==> src/rtl/phys_free_list_pkg.sv <==
// Shared physical/architectural register sizing for rename, ROB and free list.
// Also holds a small helper that counts set bits in a request/free pair.
package phys_free_list_pkg;

  localparam int NUM_PREG = 64;
  localparam int NUM_AREG = 32;
  localparam int PREG_W   = 6;

  typedef logic [PREG_W-1:0] preg_t;

  function automatic logic [1:0] cnt2(input logic a, input logic b);
    return {1'b0, a} + {1'b0, b};
  endfunction

endpackage

==> src/rtl/phys_free_list.sv <==
// Physical-register free list: circular FIFO of free pregs plus in-list bitmap.
// Latency: alloc outputs combinational from state; allocs/frees take effect at next edge.
// Backpressure: all-or-nothing alloc_gnt; rename stalls when gnt is low, frees never stall.
module phys_free_list
  import phys_free_list_pkg::*;
#(
  parameter int NUM_PREG = phys_free_list_pkg::NUM_PREG,
  parameter int NUM_AREG = phys_free_list_pkg::NUM_AREG
) (
  input  logic              clk,
  input  logic              rst_n,
  input  logic              alloc_req_1,
  input  logic              alloc_req_2,
  output logic              alloc_gnt,
  output logic [PREG_W-1:0] alloc_preg_1,
  output logic [PREG_W-1:0] alloc_preg_2,
  input  logic              rt_flag_1,
  input  logic [PREG_W-1:0] fp_i_1,
  input  logic              rt_flag_2,
  input  logic [PREG_W-1:0] fp_i_2,
  output logic [PREG_W:0]   free_count,
  output logic              empty,
  output logic              err_double_free
);

  localparam int CW       = PREG_W + 1;
  localparam int NUM_INIT = NUM_PREG - NUM_AREG;

  preg_t               fifo_q [NUM_PREG];
  preg_t               fifo_d [NUM_PREG];
  preg_t               head_q, head_d;
  preg_t               tail_q, tail_d;
  logic [CW-1:0]       count_q, count_d;
  logic [NUM_PREG-1:0] in_list_q, in_list_d;
  logic                err_q, err_d;

  logic [1:0] n_req;
  logic [1:0] n_acc;
  logic       dup;
  logic       acc_1, acc_2;
  logic       bad_1, bad_2;
  preg_t      head_p1;
  preg_t      tail_p1;

  assign n_req     = cnt2(alloc_req_1, alloc_req_2);
  assign alloc_gnt = (count_q >= CW'(n_req));
  assign head_p1   = head_q + preg_t'(1);
  assign tail_p1   = tail_q + preg_t'(1);

  assign alloc_preg_1 = fifo_q[head_q];
  assign alloc_preg_2 = alloc_req_1 ? fifo_q[head_p1] : fifo_q[head_q];

  // Frees check the pre-edge bitmap, so freeing a register allocated this cycle is a double free.
  assign dup   = rt_flag_1 && rt_flag_2 && (fp_i_1 == fp_i_2);
  assign acc_1 = rt_flag_1 && (fp_i_1 != '0) && !in_list_q[fp_i_1];
  assign bad_1 = rt_flag_1 && (fp_i_1 != '0) &&  in_list_q[fp_i_1];
  assign acc_2 = rt_flag_2 && (fp_i_2 != '0) && !in_list_q[fp_i_2] && !dup;
  assign bad_2 = rt_flag_2 && (fp_i_2 != '0) && (in_list_q[fp_i_2] || dup);
  assign n_acc = cnt2(acc_1, acc_2);

  always_comb begin
    fifo_d    = fifo_q;
    in_list_d = in_list_q;
    head_d    = head_q;
    if (alloc_gnt) begin
      head_d = head_q + preg_t'(n_req);
      if (alloc_req_1) in_list_d[alloc_preg_1] = 1'b0;
      if (alloc_req_2) in_list_d[alloc_preg_2] = 1'b0;
    end
    if (acc_1) begin
      fifo_d[tail_q]    = fp_i_1;
      in_list_d[fp_i_1] = 1'b1;
    end
    if (acc_2) begin
      fifo_d[acc_1 ? tail_p1 : tail_q] = fp_i_2;
      in_list_d[fp_i_2]                = 1'b1;
    end
    tail_d  = tail_q + preg_t'(n_acc);
    count_d = count_q - (alloc_gnt ? CW'(n_req) : CW'(0)) + CW'(n_acc);
    err_d   = err_q | bad_1 | bad_2;
  end

  always_ff @(posedge clk or negedge rst_n) begin
    if (!rst_n) begin
      for (int i = 0; i < NUM_PREG; i++) begin
        fifo_q[i] <= (i < NUM_INIT) ? preg_t'(NUM_AREG + i) : '0;
      end
      head_q    <= '0;
      tail_q    <= preg_t'(NUM_INIT);
      count_q   <= CW'(NUM_INIT);
      in_list_q <= {{NUM_INIT{1'b1}}, {NUM_AREG{1'b0}}};
      err_q     <= 1'b0;
    end else begin
      fifo_q    <= fifo_d;
      head_q    <= head_d;
      tail_q    <= tail_d;
      count_q   <= count_d;
      in_list_q <= in_list_d;
      err_q     <= err_d;
    end
  end

  assign free_count      = count_q;
  assign empty           = (count_q == '0);
  assign err_double_free = err_q;

endmodule
==> config.mk <==
export PLATFORM = sky130hd
export DESIGN_NAME = phys_free_list
export DESIGN_NICKNAME = d
export VERILOG_FILES = /design/src/rtl/phys_free_list_pkg.sv /design/src/rtl/phys_free_list.sv
export SDC_FILE = /design/constraint.sdc
export NUM_CORES = 2
export LEC_CHECK = 0
export ABC_AREA = 1
export CAP_MARGIN = 20
export CORE_ASPECT_RATIO = 0.75
export CORE_UTILIZATION = 39
export CTS_CLUSTER_DIAMETER = 60
export DETAILED_ROUTE_END_ITERATION = 8
export SKIP_LAST_GASP = 1
export SLEW_MARGIN = 20
export SYNTH_ARGS = -nofsm -noshare
export SYNTH_HDL_FRONTEND = slang
export SYNTH_SLANG_ARGS = --single-unit
==> constraint.sdc <==
create_clock -name clk -period 7.4 [get_ports clk]
set_input_delay 1.48 -clock clk [delete_from_list [all_inputs] [get_ports clk]]
set_output_delay 1.48 -clock clk [all_outputs]
set_load 0.01 [all_outputs]
Word-level counts from Yosys, hierarchy flattened. Cells that the tools add are included.

Flip-flop bits (word level): 468. Input port bits: 18. Word-level logic and storage cells: 162.

Add/subtract/negate cells: 8. Order comparisons: 15. Equality and inequality tests: 1. Mux-type cells: 35. Bitwise logic cells: 12. Reduce and logical (&&, ||, !) cells: 22.

Operators by type and width (count): $bwmux 384 (2); $mux 384 (2); $mux 64 (6); $and 64x64->64 (2); $not 64->64 (2); $or 64x64->64 (2); $bmux 6 s6 (2); $demux 6 s6 (2); $mux 6 (8); $ge 7x7->1 const B (4); $lt 6x7->1 const B (4); $not 6->7 (4); $demux 1 s6 (4); $ge 6x1->1 const B (4); $logic_and 1x1->1 (15); $lt 7x1->1 const B (2); $add 6x1->6 const B (2); $add 6x2->6 (2); $bmux 1 s6 (2); $reduce_bool 6->1 (2); $add 7x2->7 (1); $ge 7x2->1 (1); $logic_not 7->1 (1); $sub 7x2->7 (1); other kinds (7) (16).

Logic depth before layout (Yosys ltp).
Depth in word-level cells: 19. Mapped depth: 29.

Worst setup path before layout. OpenSTA, ideal clock, no wires.

Kind: input port to flip-flop. From: in fp_i_2[2]. To: reg count_q[5], in the netlist free_count[5]. Setup time: 75 ps. Data arrival time: 5106 ps. Required time: 7325 ps. Path slack: 2219 ps. Cell stages on the path: 27. Path buffers: 4. Path through: buf_4 -> inv_2 -> buf_2 -> nand3_2 -> inv_2 -> buf_2 -> a22oi_1 -> nand4_1 -> nand2_1 -> nand2_1 -> nor2_2 -> nand3_2 -> nor2_4 -> clkbuf_1 -> ha_1 -> inv_1 -> fa_1 -> inv_1 -> ha_1 -> nand2_1 -> nor2_1 -> a211oi_1 -> nor2_1 -> nor2_1 -> nor2_1 -> nor2_1 -> xor2_1.

Cells in the longest elaborated chain, start to end: 7. Elaborated cells on any way between the ends: 12.

Ends and longest elaborated chain: start: declaration (line phys_free_list.sv:20) `input logic [PREG_W-1:0] fp_i_2,`; $bmux 1 s6 (line phys_free_list.sv:57) `assign acc_2 = rt_flag_2 && (fp_i_2 != '0) && !in_list_q[fp_i_2] && !dup;`; $mux 1 (implied by the code) (line phys_free_list.sv:57); $logic_not 1->1 (line phys_free_list.sv:57); $logic_and 1x1->1 (line phys_free_list.sv:57); $logic_and 1x1->1 (*) (line phys_free_list.sv:57); $add 1x1->2 (*) (line phys_free_list_pkg.sv:12) `return {1'b0, a} + {1'b0, b};`; $add 7x2->7 (*) (line phys_free_list.sv:79) `count_d = count_q - (alloc_gnt ? CW'(n_req) : CW'(0)) + CW'(n_acc);`; named net count_d[5] (line phys_free_list.sv:33) `logic [CW-1:0] count_q, count_d;`; end signal: assignment (line phys_free_list.sv:90) `count_q <= CW'(NUM_INIT);`; end signal: assignment (line phys_free_list.sv:97) `count_q <= count_d;`; end: declaration (line phys_free_list.sv:33).

Mark *: on every way through the listed nets, which the timed path passes. The rest lies on a longest branch. The select of a mux whose other input is x is not followed. A chain may end at the register's enable or synchronous reset.

Final worst setup path.
From: reg head_q[1]. To: out alloc_preg_2[3].

Cells in the longest elaborated chain, start to end: 6. Elaborated cells on any way between the ends: 10.

Ends and longest elaborated chain: start: declaration (line phys_free_list.sv:31) `preg_t head_q, head_d;`; start signal: assignment (line phys_free_list.sv:88) `head_q <= '0;`; start signal: assignment (line phys_free_list.sv:95) `head_q <= head_d;`; $add 6x1->6 (line phys_free_list.sv:47) `assign head_p1 = head_q + preg_t'(1);`; $not 6->7 (implied by the code) (line phys_free_list.sv:51) `assign alloc_preg_2 = alloc_req_1 ? fifo_q[head_p1] : fifo_q[head_q];`; $bmux 6 s6 (line phys_free_list.sv:51); $mux 6 (implied by the code) (2 in series) (line phys_free_list.sv:51); $mux 6 (*) (line phys_free_list.sv:51); end: declaration (line phys_free_list.sv:16) `output logic [PREG_W-1:0] alloc_preg_2,`.

Every way passes the cells marked *; elsewhere a longest branch is shown, timed or not. The select of a mux whose other input is x is not followed.

==> summary.md <==
| Metric | Value |
|---|---|
| Status | complete, no violations |
| Fraction of the yosys area taken by sequential cells | 34.2% |
| Type of the worst min-delay path | reg2reg |
| Buffer cell driving the clock tree root | clkbuf_16 |
| Total routed wirelength | 152 mm |
| Worst slew pin tran | 1.23 ns |
| Clock slew seen by the registers of the worst setup and hold paths | 0.06 ns |
| Clock tree from TritonCTS | yes |
| Reg2Reg Setup Slack | 2.04 ns |
| Total Negative Setup Slacks | 0 ns |
| NumNets Final | 5448 |
| Logic depth of the worst path, buffers included | 14 |
| Initial Utilization | 39.5% |
| Peak Freq | 150 MHz |
| Post-CTS setup-driven buffer insertion count | 0 |
| TritonCTS sink count | 468 |
| FF-to-FF Start | head_q[1]$_DFFE_PN0N_ |
| Worst path most repeated cell | nand2_1 |
| CP startpoint | head_q[1]$_DFFE_PN0N_ |
| Type of the setup path with the least slack | reg2out |
| Clk_skew | 0.0227 ns |
| Remaining max-slew budget at the tightest pin | 17.7% |
| Ratio of routed vias to standard cells | 5.78 |
| Number of setup violations in the final report | 0 |
| Core ar. | 88000 sq um |
| Die footprint | 90300 sq um |
| Critical Path, Cell by Cell | ha_4, clkinv_2, buf_12, o211ai_1, nand2_1, nand2_1, nand2_1, nand2_1, nand3_1, nand3_1, nand3_1, nand2_1, inv_1, clkdlybuf4s50_1 |
| Overall fraction of global-route tracks in use | 33.0% |
| Post-layout power | 0.0191 W |
| # DRC | 0 |
| Number of buffers added by the clock tree synthesis step | 54 |
| Crit path largest cell delay | 0.76 ns |
| Count of flip-flops with a built-in enable after synthesis | 0 |
| Share of the cycle needed by the critical path after routing | 90.3% |
| Worst IR Drop VDD | 0.409 mV |
| Total of cells resized after clock tree synthesis | 0 |
| Syn. warnings | 0 |
| Beginning of the worst hold path | in_list_q[41]$_DFF_PN1_ |
| First-pass GRT wire length | 225 mm |
| Flip-flop cell with the highest count after synthesis | dfrtp_1 |
| Synth cell types | 42 |
| Share of final-layout standard cells stronger than drive strength 1 | 7.77% |
| Port Buffer Count | 39 |
| Static Leakage | 17.8 nW |
| TritonRoute pass-1 iters | 8 |
| Net Count, Synth | 5656 |
| Inserted Diodes | 0 |
| Total of max-cap violations | 0 |
| Reg-to-reg endpoint | in_list_q[16]$_DFF_PN0_ |
| Io pins | 40 |
| CP Capture Point | alloc_preg_2[3] |
| Cell row count | 94 |
| Buffer and inverter count on the worst path | 4 |
| Top cell family by delay on the critical path | buffers and inverters |
| Pin count of the biggest net entering global routing | 155 |
| Count of filler cells inserted in the layout | 9310 |
| Highest fanout seen on the critical path | 39 |
| Weighted congestion reported at the end of routability-driven placement | 1.03 |
| Crit start category | flip-flop |
| Average size of a mapped cell | 6.19 sq um |
| Hold-fix buffer count after cts | 0 |
| Relative area change from synthesis to final layout | 8.56% |
| Later-pin clock latency in the skew report | 0.66 ns |
| CTS max path bufs | 3 |
| Chip height | 260 um |
| Htree depth | 2 |
| Initial antenna violation count | 1 |
| Wire per inst | 23.0 um |
| Detail Placement HPWL | 101 mm |
| Total congestion overflow | 0 |
| Setup repair after global routing missed its margin | false |
| Starting DRC count in detailed routing | 5190 |
| Number of global-route vias before repair | 34.0k |
| Total via count in the routed design | 38.1k |
| Cell with the largest stage delay on the worst path | ha_4 |
| Crit end category | primary output |
| Hold violation total from the final report | 0 |
| Data arrival time at the worst-slack endpoint | 5.20 ns |
| Final Critical Period | 6.68 ns |
| Chip Width | 347 um |
| R2r worst-path depth | 17 |
| Power per cell area | 507 nW/um^2 |
| Mapped cell area | 34700 sq um |
| Count of nets left with antenna violations after detail routing | 0 |
| Endpoint required time on the critical path | 5.92 ns |
| Fin. max-slew vios | 0 |
| Post-synthesis async set-or-reset flop share | 100% |
| Yosys reg bits | 468 |
| Count of mapped cells out of synthesis | 5611 |
==> synthesized netlist by cell type, types with 15 or more instances <==
library cell  instances  area share, %
clkbuf_1            207            2.2
nor2_1              194            2.1
ha_1                 23           0.83
buf_1                20           0.22
nand3_1             644            9.3
nand2_1            2465             27
a32oi_1              57            1.4
dfstp_2             146             11
inv_1               310            3.4
nor3_1               27           0.39
dfrtp_1             322             23
buf_4                15           0.32
buf_2               157            2.3
o21ai_1             134            1.9
o211ai_1            102            2.2
o21ai_0             507            7.3
a21oi_1             126            1.8
xor2_1               20           0.50
inv_2                30           0.32
==> area by class of cell <==
cell class | count | area [sq um] | share of cell area [%]
tap | 1152 | 1440 | 3.82
multi-input combinational | 4396 | 19900 | 52.7
clock inverter | 18 | 314 | 0.833
inverter | 343 | 1300 | 3.45
clock buffer | 82 | 1560 | 4.13
sequential | 468 | 11900 | 31.6
timing repair buffer | 140 | 1300 | 3.45
==> worst min-delay path, cell delays in order, from the launching register on <==
cell and delay, ns:
dfstp_2 0.37, nand2_1 0.05, nand2_1 0.04
==> sequential cells by signal, summed over array words and instances, names as in the netlist <==
signal,cells
free_count,7
head_q,6
in_list_q,64
fifo_q,384
err_double_free,1
tail_q,6
==> logic make-up after synthesis <==
family                   Yosys count  synth area share, %
adder cells (fa/ha/maj)           27                 1.06
buffers and inverters            747                 8.91
XOR/XNOR                          25                0.630
AND/OR/NAND/NOR                 3383                 39.8
AO/OA/AOI/OAI                    961                 15.4
flip-flops                       468                 34.2
==> worst min path at each step <==
stage | slack (ns) | cells past startpoint | to
after floorplan | 0.44 | 2 | in_list_q[10]$_DFF_PN0_
after global placement | 0.45 | 2 | in_list_q[54]$_DFF_PN1_
after detailed placement | 0.46 | 2 | in_list_q[41]$_DFF_PN1_
after CTS | 0.46 | 2 | in_list_q[32]$_DFF_PN1_
after global routing | 0.48 | 2 | in_list_q[32]$_DFF_PN1_
final | 0.46 | 2 | in_list_q[41]$_DFF_PN1_
==> metrics by stage <==
step | utilization, % | hold WS, ns | worst slack (ns) | instances | area [sq um]
final | 42.9 | 0.462 | 0.717 | 6599 | 37700
after global routing | 42.9 | 0.483 | 0.642 | 6599 | 37700
after CTS | 42.9 | 0.464 | 0.878 | 6599 | 37700
after detailed placement | 40.7 | 0.455 | 0.996 | 6499 | 35800
after global placement | 40.7 | 0.452 | 0.999 | 6498 | 35800
after floorplan | - | 0.441 | 2.22 | 5611 | 34700
==> cells in the final DEF (no fill, tap or decap), drive strengths merged <==
cell           instances
fa                     4
a22oi                 10
ha                    23
nand2               2471
o21ai                641
clkbuf                82
xnor2                  5
o2111ai                1
xor2                  20
o211ai               102
o31ai                  1
a31oi                  6
nor4                   1
a211oi                 1
a211o                  1
dfstp                146
o21bai                 1
buf                  108
bufinv                 8
a21oi                126
nand3                652
nor3                  30
inv                  336
clkinvlp               2
nand3b                 2
clkdlybuf4s50         32
clkinv                15
nor2                 213
dfrtp                322
nand4                 14
o22ai                 14
a32oi                 57
==> metal layers <==
| metal | track usage [%] | vias to the layer above | wire length (um) |
|---|---|---|---|
| met2 | 45.5 | 2254 | 60000 |
| met4 | 10.9 | 0 | 5060 |
| li1 | - | 17797 | - |
| met5 | 0 | - | 0 |
| met1 | 48.2 | 17795 | 66600 |
| met3 | 10.2 | 267 | 20000 |
==> where the power goes <==
part	internal, W	total (W)	switching, W
clock network	0.00173	0.00297	0.00125
logic	0.00321	0.0113	0.00805
registers	0.00387	0.00487	0.00100
total	0.00880	0.0191	0.0103
No activity file was read; power rests on OpenSTA's default activity.
